$ cat config.mk
export PLATFORM = sky130hd
export DESIGN_NAME = reg_file_mp
export DESIGN_NICKNAME = d
export VERILOG_FILES = /design/src/rtl/reg_file_mp.sv
export SDC_FILE = /design/constraint.sdc
export NUM_CORES = 1
export LEC_CHECK = 0
export CAP_MARGIN = 20
export CORE_UTILIZATION = 35
export CTS_CLUSTER_DIAMETER = 200
export CTS_CLUSTER_SIZE = 25
export DETAILED_ROUTE_END_ITERATION = 7
export PLACE_DENSITY = 0.6
export SYNTH_ARGS = -nofsm -noshare
export SYNTH_HDL_FRONTEND = slang
export SYNTH_SLANG_ARGS = --single-unit
export TNS_END_PERCENT = 100
$ cat constraint.sdc
create_clock -name clock -period 5.2 [get_ports clock]
set_input_delay 1.04 -clock clock [delete_from_list [all_inputs] [get_ports clock]]
set_output_delay 1.04 -clock clock [all_outputs]
set_load 0.1 [all_outputs]
$ cat src/rtl/reg_file_mp.sv
// Multi-port register file: two combinational read ports, two write ports,
// same-cycle write bypass and a per-register busy scoreboard.
module reg_file_mp #(
  parameter int DATA_W   = 16,
  parameter int ADDR_W   = 3,
  parameter int ZERO_REG = 1
) (
  input  logic              clock,
  input  logic              reset,
  input  logic [ADDR_W-1:0] read_address_1,
  input  logic [ADDR_W-1:0] read_address_2,
  output logic [DATA_W-1:0] read_data_1,
  output logic [DATA_W-1:0] read_data_2,
  output logic              read_busy_1,
  output logic              read_busy_2,
  input  logic              write_en_1,
  input  logic [ADDR_W-1:0] write_address_1,
  input  logic [DATA_W-1:0] write_data_1,
  input  logic              write_en_2,
  input  logic [ADDR_W-1:0] write_address_2,
  input  logic [DATA_W-1:0] write_data_2,
  input  logic              busy_set_en,
  input  logic [ADDR_W-1:0] busy_set_address
);

  localparam int DEPTH = 2 ** ADDR_W;
  localparam bit ZR    = (ZERO_REG != 0);

  logic [DATA_W-1:0] r_mem [DEPTH];
  logic [DEPTH-1:0]  r_busy;
  logic [DEPTH-1:0]  w_busy_nxt;
  logic [DEPTH-1:0]  w_wr1;
  logic [DEPTH-1:0]  w_wr2;
  logic [DEPTH-1:0]  w_set;

  // One-hot write/set decode; register 0 is masked out when hardwired
  always_comb begin
    w_wr1 = '0;
    w_wr2 = '0;
    w_set = '0;
    if (write_en_1) w_wr1[write_address_1] = 1'b1;
    if (write_en_2) w_wr2[write_address_2] = 1'b1;
    if (busy_set_en) w_set[busy_set_address] = 1'b1;
    if (ZR) begin
      w_wr1[0] = 1'b0;
      w_wr2[0] = 1'b0;
      w_set[0] = 1'b0;
    end
  end

  // Set beats a same-cycle clear from either write port
  assign w_busy_nxt = w_set | (r_busy & ~(w_wr1 | w_wr2));

  always_ff @(posedge clock) begin
    if (reset) begin
      r_busy <= '0;
      for (int i = 0; i < DEPTH; i++) r_mem[i] <= '0;
    end else begin
      r_busy <= w_busy_nxt;
      for (int i = 0; i < DEPTH; i++) begin
        if (w_wr2[i])      r_mem[i] <= write_data_2;
        else if (w_wr1[i]) r_mem[i] <= write_data_1;
      end
    end
  end

  function automatic logic [DATA_W-1:0] f_read(
    input logic [ADDR_W-1:0] a,
    input logic              we1,
    input logic [ADDR_W-1:0] wa1,
    input logic [DATA_W-1:0] wd1,
    input logic              we2,
    input logic [ADDR_W-1:0] wa2,
    input logic [DATA_W-1:0] wd2,
    input logic [DATA_W-1:0] stored
  );
    logic [DATA_W-1:0] v;
    v = stored;
    if (ZR && a == '0)         v = '0;
    else if (we2 && wa2 == a)  v = wd2;
    else if (we1 && wa1 == a)  v = wd1;
    return v;
  endfunction

  logic [DATA_W-1:0] w_rd1;
  logic [DATA_W-1:0] w_rd2;

  always_comb begin
    w_rd1 = f_read(read_address_1,
                   write_en_1, write_address_1, write_data_1,
                   write_en_2, write_address_2, write_data_2,
                   r_mem[read_address_1]);
    w_rd2 = f_read(read_address_2,
                   write_en_1, write_address_1, write_data_1,
                   write_en_2, write_address_2, write_data_2,
                   r_mem[read_address_2]);
  end

  assign read_data_1 = reset ? '0 : w_rd1;
  assign read_data_2 = reset ? '0 : w_rd2;
  assign read_busy_1 = !reset && w_busy_nxt[read_address_1];
  assign read_busy_2 = !reset && w_busy_nxt[read_address_2];

endmodule

==> flow_metrics.py <==
metrics = {
    "sta": {
        "setup_viol": 0,
        "hold-worst-slack_ns": 0.504,
        "fin_crit_sh_pct": 87.2,
        "hold_violations": 0,
        "tns_ns": 0,
        "finalWorstSetupSlack_ns": 0.664,
        "fin_crit_ns": 4.54,
        "worst_pin_slew_ns": 1.04,
        "maxClockFrequency_mhz": 220,
        "rsz0062_at_grt": "no",
        "final_max_slew_viol_count": 0,
        "relSlewSlack_pct": 30.3,
        "clock_skew_ns": 0,
    },
    "routing": {
        "finalWirelength_um": 27700,
        "vias_per_cell": 6.04,
        "first_iter_violations": 871,
        "num_vias": 7137,
        "first_pass_iters": 5,
        "drcViolationCount": 0,
        "avgRoutedWirePerCell_um": 23.4,
        "ant_nets": 0,
    },
    "cts": {
        "cts_tree": "built",
        "cts_buffer_depth": 2,
        "cts_htree_levels": 4,
        "numCtsBuffers": 17,
        "post_cts_resized": 0,
        "cts_setup_buffers": 0,
        "cts_root_buf": "clkbuf_16",
        "clk_pin_slew_worst_paths_ns": 0.06,
        "cts.sink_count": 119,
        "holdBufCountCts": 0,
        "clock_latency_ns": 0.41,
    },
    "placed_design": {
        "dpl.cell_count": 1150,
        "portBuffers": 85,
        "gp_congestion": 0.912,
        "place_ws_ns": 0.731,
        "hpwl_um": 18700,
    },
    "power": {
        "p_leak_nw": 3.68,
        "ir_drop_mv": 0.252,
        "powerDensity_nw_per_um2": 313,
    },
    "floorplan": {
        "die_area_um2": 24600,
        "die_y_um": 157,
        "num_io_pins": 86,
        "die_x_um": 157,
        "initial_core_util_pct": 35.8,
        "core_area_um2": 23500,
        "rows": 56,
    },
    "hold_path": {
        "worstHoldStart": "r_busy[1]$_SDFF_PP0_",
        "min_to": "r_busy[1]$_SDFF_PP0_",
        "worstHoldPathType": "reg -> reg",
        "min_path_cells": 2,
    },
    "setup_path": {
        "crit_required_ns": 4.16,
        "reg2reg_depth": 2,
        "path_class": "in -> out",
        "critical_path_peak_fanout": 12,
        "rrSetupSlack_ns": 4.43,
        "critPathArrivalTime_ns": 3.50,
        "critPathLaunchType": "primary input",
        "rr_startpoint": "r_busy[4]$_SDFF_PP0_",
        "end_kind": "primary output",
        "r2r_end": "r_busy[4]$_SDFF_PP0_",
    },
    "cells_and_area": {
        "syn2layout_area_growth_pct": 22.0,
        "diodes": 0,
        "drive_gt1_share_pct": 17.8,
        "nets": 902,
        "regArea_um2": 3500,
        "fin_cells": 1182,
        "multi_input_area_um2": 4270,
        "num-fill-cells": 2205,
    },
    "yosys": {
        "yosys.area.top_type": "edfxtp_1",
        "syn-cell-area_um2": 8400,
        "syn_avg_cell_area_um2": 10.1,
        "synth_fa_ha_area_share_pct": 0,
        "synth_compound_area_share_pct": 17.7,
        "synth_nets": 881,
        "synthXorXnorAreaFrac_pct": 1.25,
        "synth_top_family_by_area": "compound AO/OA/AOI/OAI gates",
        "synth_area_leaders": "edfxtp_1 (40%), mux4_2 (7.5%), a22oi_1 (5.7%)",
        "yosysTopAreaCellShare_pct": 40.1,
        "yosys_most_used_dff": "edfxtp_1",
        "synth_cells": 829,
        "yosysSeqAreaShare_pct": 41.7,
        "yosys.area_share.simple_pct": 16.3,
        "synthArstFlopShare_pct": 0,
        "synth_edf_count": 112,
        "synth_warnings": 0,
        "ys_ff_latch": 119,
        "yosysUniqueCellTypes": 49,
        "synth_mux_area_share_pct": 15.2,
    },
    "global_routing": {
        "antenna_found_initial": 0,
        "grt_overflow": 0,
        "grt_pass1_vias": 6750,
        "grt_max_degree": 74,
        "grt_pass1_wl_um": 41600,
        "groute.usage.overall_pct": 23.2,
    },
    "flow_run": {
        "cap_violations": 0,
    },
    "outcome": {
        "status": "finished clean",
    },
}
[per-stage QoR]
stage | utilization [%] | cell area (µm²) | total power [W]
after floorplan | - | 8400 | 0.00174
after global placement | 41.2 | 9660 | 0.00204
after detailed placement | 41.2 | 9660 | 0.00205
after CTS | 43.7 | 10200 | 0.00321
after global routing | 43.7 | 10200 | 0.00330
final | 43.7 | 10200 | 0.00321
[worst max-delay path, stage by stage]
cell and delay (ns):
clkdlybuf4s50_1 0.77, xnor2_1 0.19, and4_1 0.59, buf_4 0.25, a211oi_1 0.06, nor3_1 0.35
buf_12 0.23
[where the power goes]
group	switching, W	internal [W]	total (W)
sequential	0.0000397	0.00114	0.00118
combinational	0.000536	0.000317	0.000853
clock	0.000429	0.000744	0.00117
total	0.00100	0.00220	0.00321
[cell families after synthesis]
kind of cell,after synthesis
simple gates,275
xor+xnor,12
mux,84
flops,119
compound gates,207
buf+inv,132
[cell usage in the layout (no fill, tap or decap), drive strengths merged, types with 7 or more instances in the layout]
master / count
a211o: 17
a211oi: 32
a21oi: 32
a221oi: 17
a22o: 16
a22oi: 64
a31oi: 8
buf: 70
clkbuf: 17
clkdlybuf4s50: 46
clkinv: 10
dfxtp: 7
edfxtp: 112
inv: 17
mux2: 16
mux2i: 36
mux4: 32
nand2: 54
nor2: 108
nor2b: 18
nor3: 51
o21ai: 16
xnor2: 12
[cells in the mapped netlist (4+ instances only)]
master     count
a211o_1       17
a211oi_1      32
a21oi_1       32
a221oi_1      17
a22o_1        16
a22oi_1       64
a31oi_1        8
and4_1         5
and4b_1        4
buf_1          4
buf_2         41
buf_4          8
buf_6          8
clkbuf_1      37
clkbuf_2      16
dfxtp_1        7
edfxtp_1     112
inv_1         17
mux2_2        14
mux2i_1       36
mux4_1         4
mux4_2        28
nand2_1       54
nand3_1        6
nand4_1        4
nand4b_1       6
nand4bb_1      4
nor2_1       106
nor2b_1       18
nor3_1        47
nor3_2         4
o21ai_0       16
xnor2_1       12
[area by class of cell]
cell class	instances	area share [%]
repair buffers	116	13.9
multi-input cells	578	41.6
inverters	18	0.659
clock inverters	15	1.58
well taps	319	3.90
clock buffers	17	4.15
flip-flops and latches	119	34.2
[sequential cells by signal, indices dropped and copies added (netlist names)]
name,count
r_mem,112
r_busy,7
[metal layers]
layer,wire [µm],global-route usage [%]
met2,12900,35.0
met4,769,10.5
met3,2220,4.74
met5,0,0
met1,11800,31.9
[worst max path at each step]
stage | start | slack, ns | cells past startpoint | to
2_1_floorplan | read_address_2[0] | 0.002 | 8 | read_data_2[10]
3_3_place_gp | write_address_2[1] | 0.76 | 7 | read_data_1[10]
3_5_place_dp | write_address_2[1] | 0.73 | 7 | read_data_1[9]
4_1_cts | write_address_2[1] | 0.72 | 7 | read_data_1[9]
5_1_grt | write_address_2[1] | 0.54 | 7 | read_data_1[10]
6_report | write_address_2[1] | 0.66 | 7 | read_data_1[9]
Power figures use the tool's default switching activity.
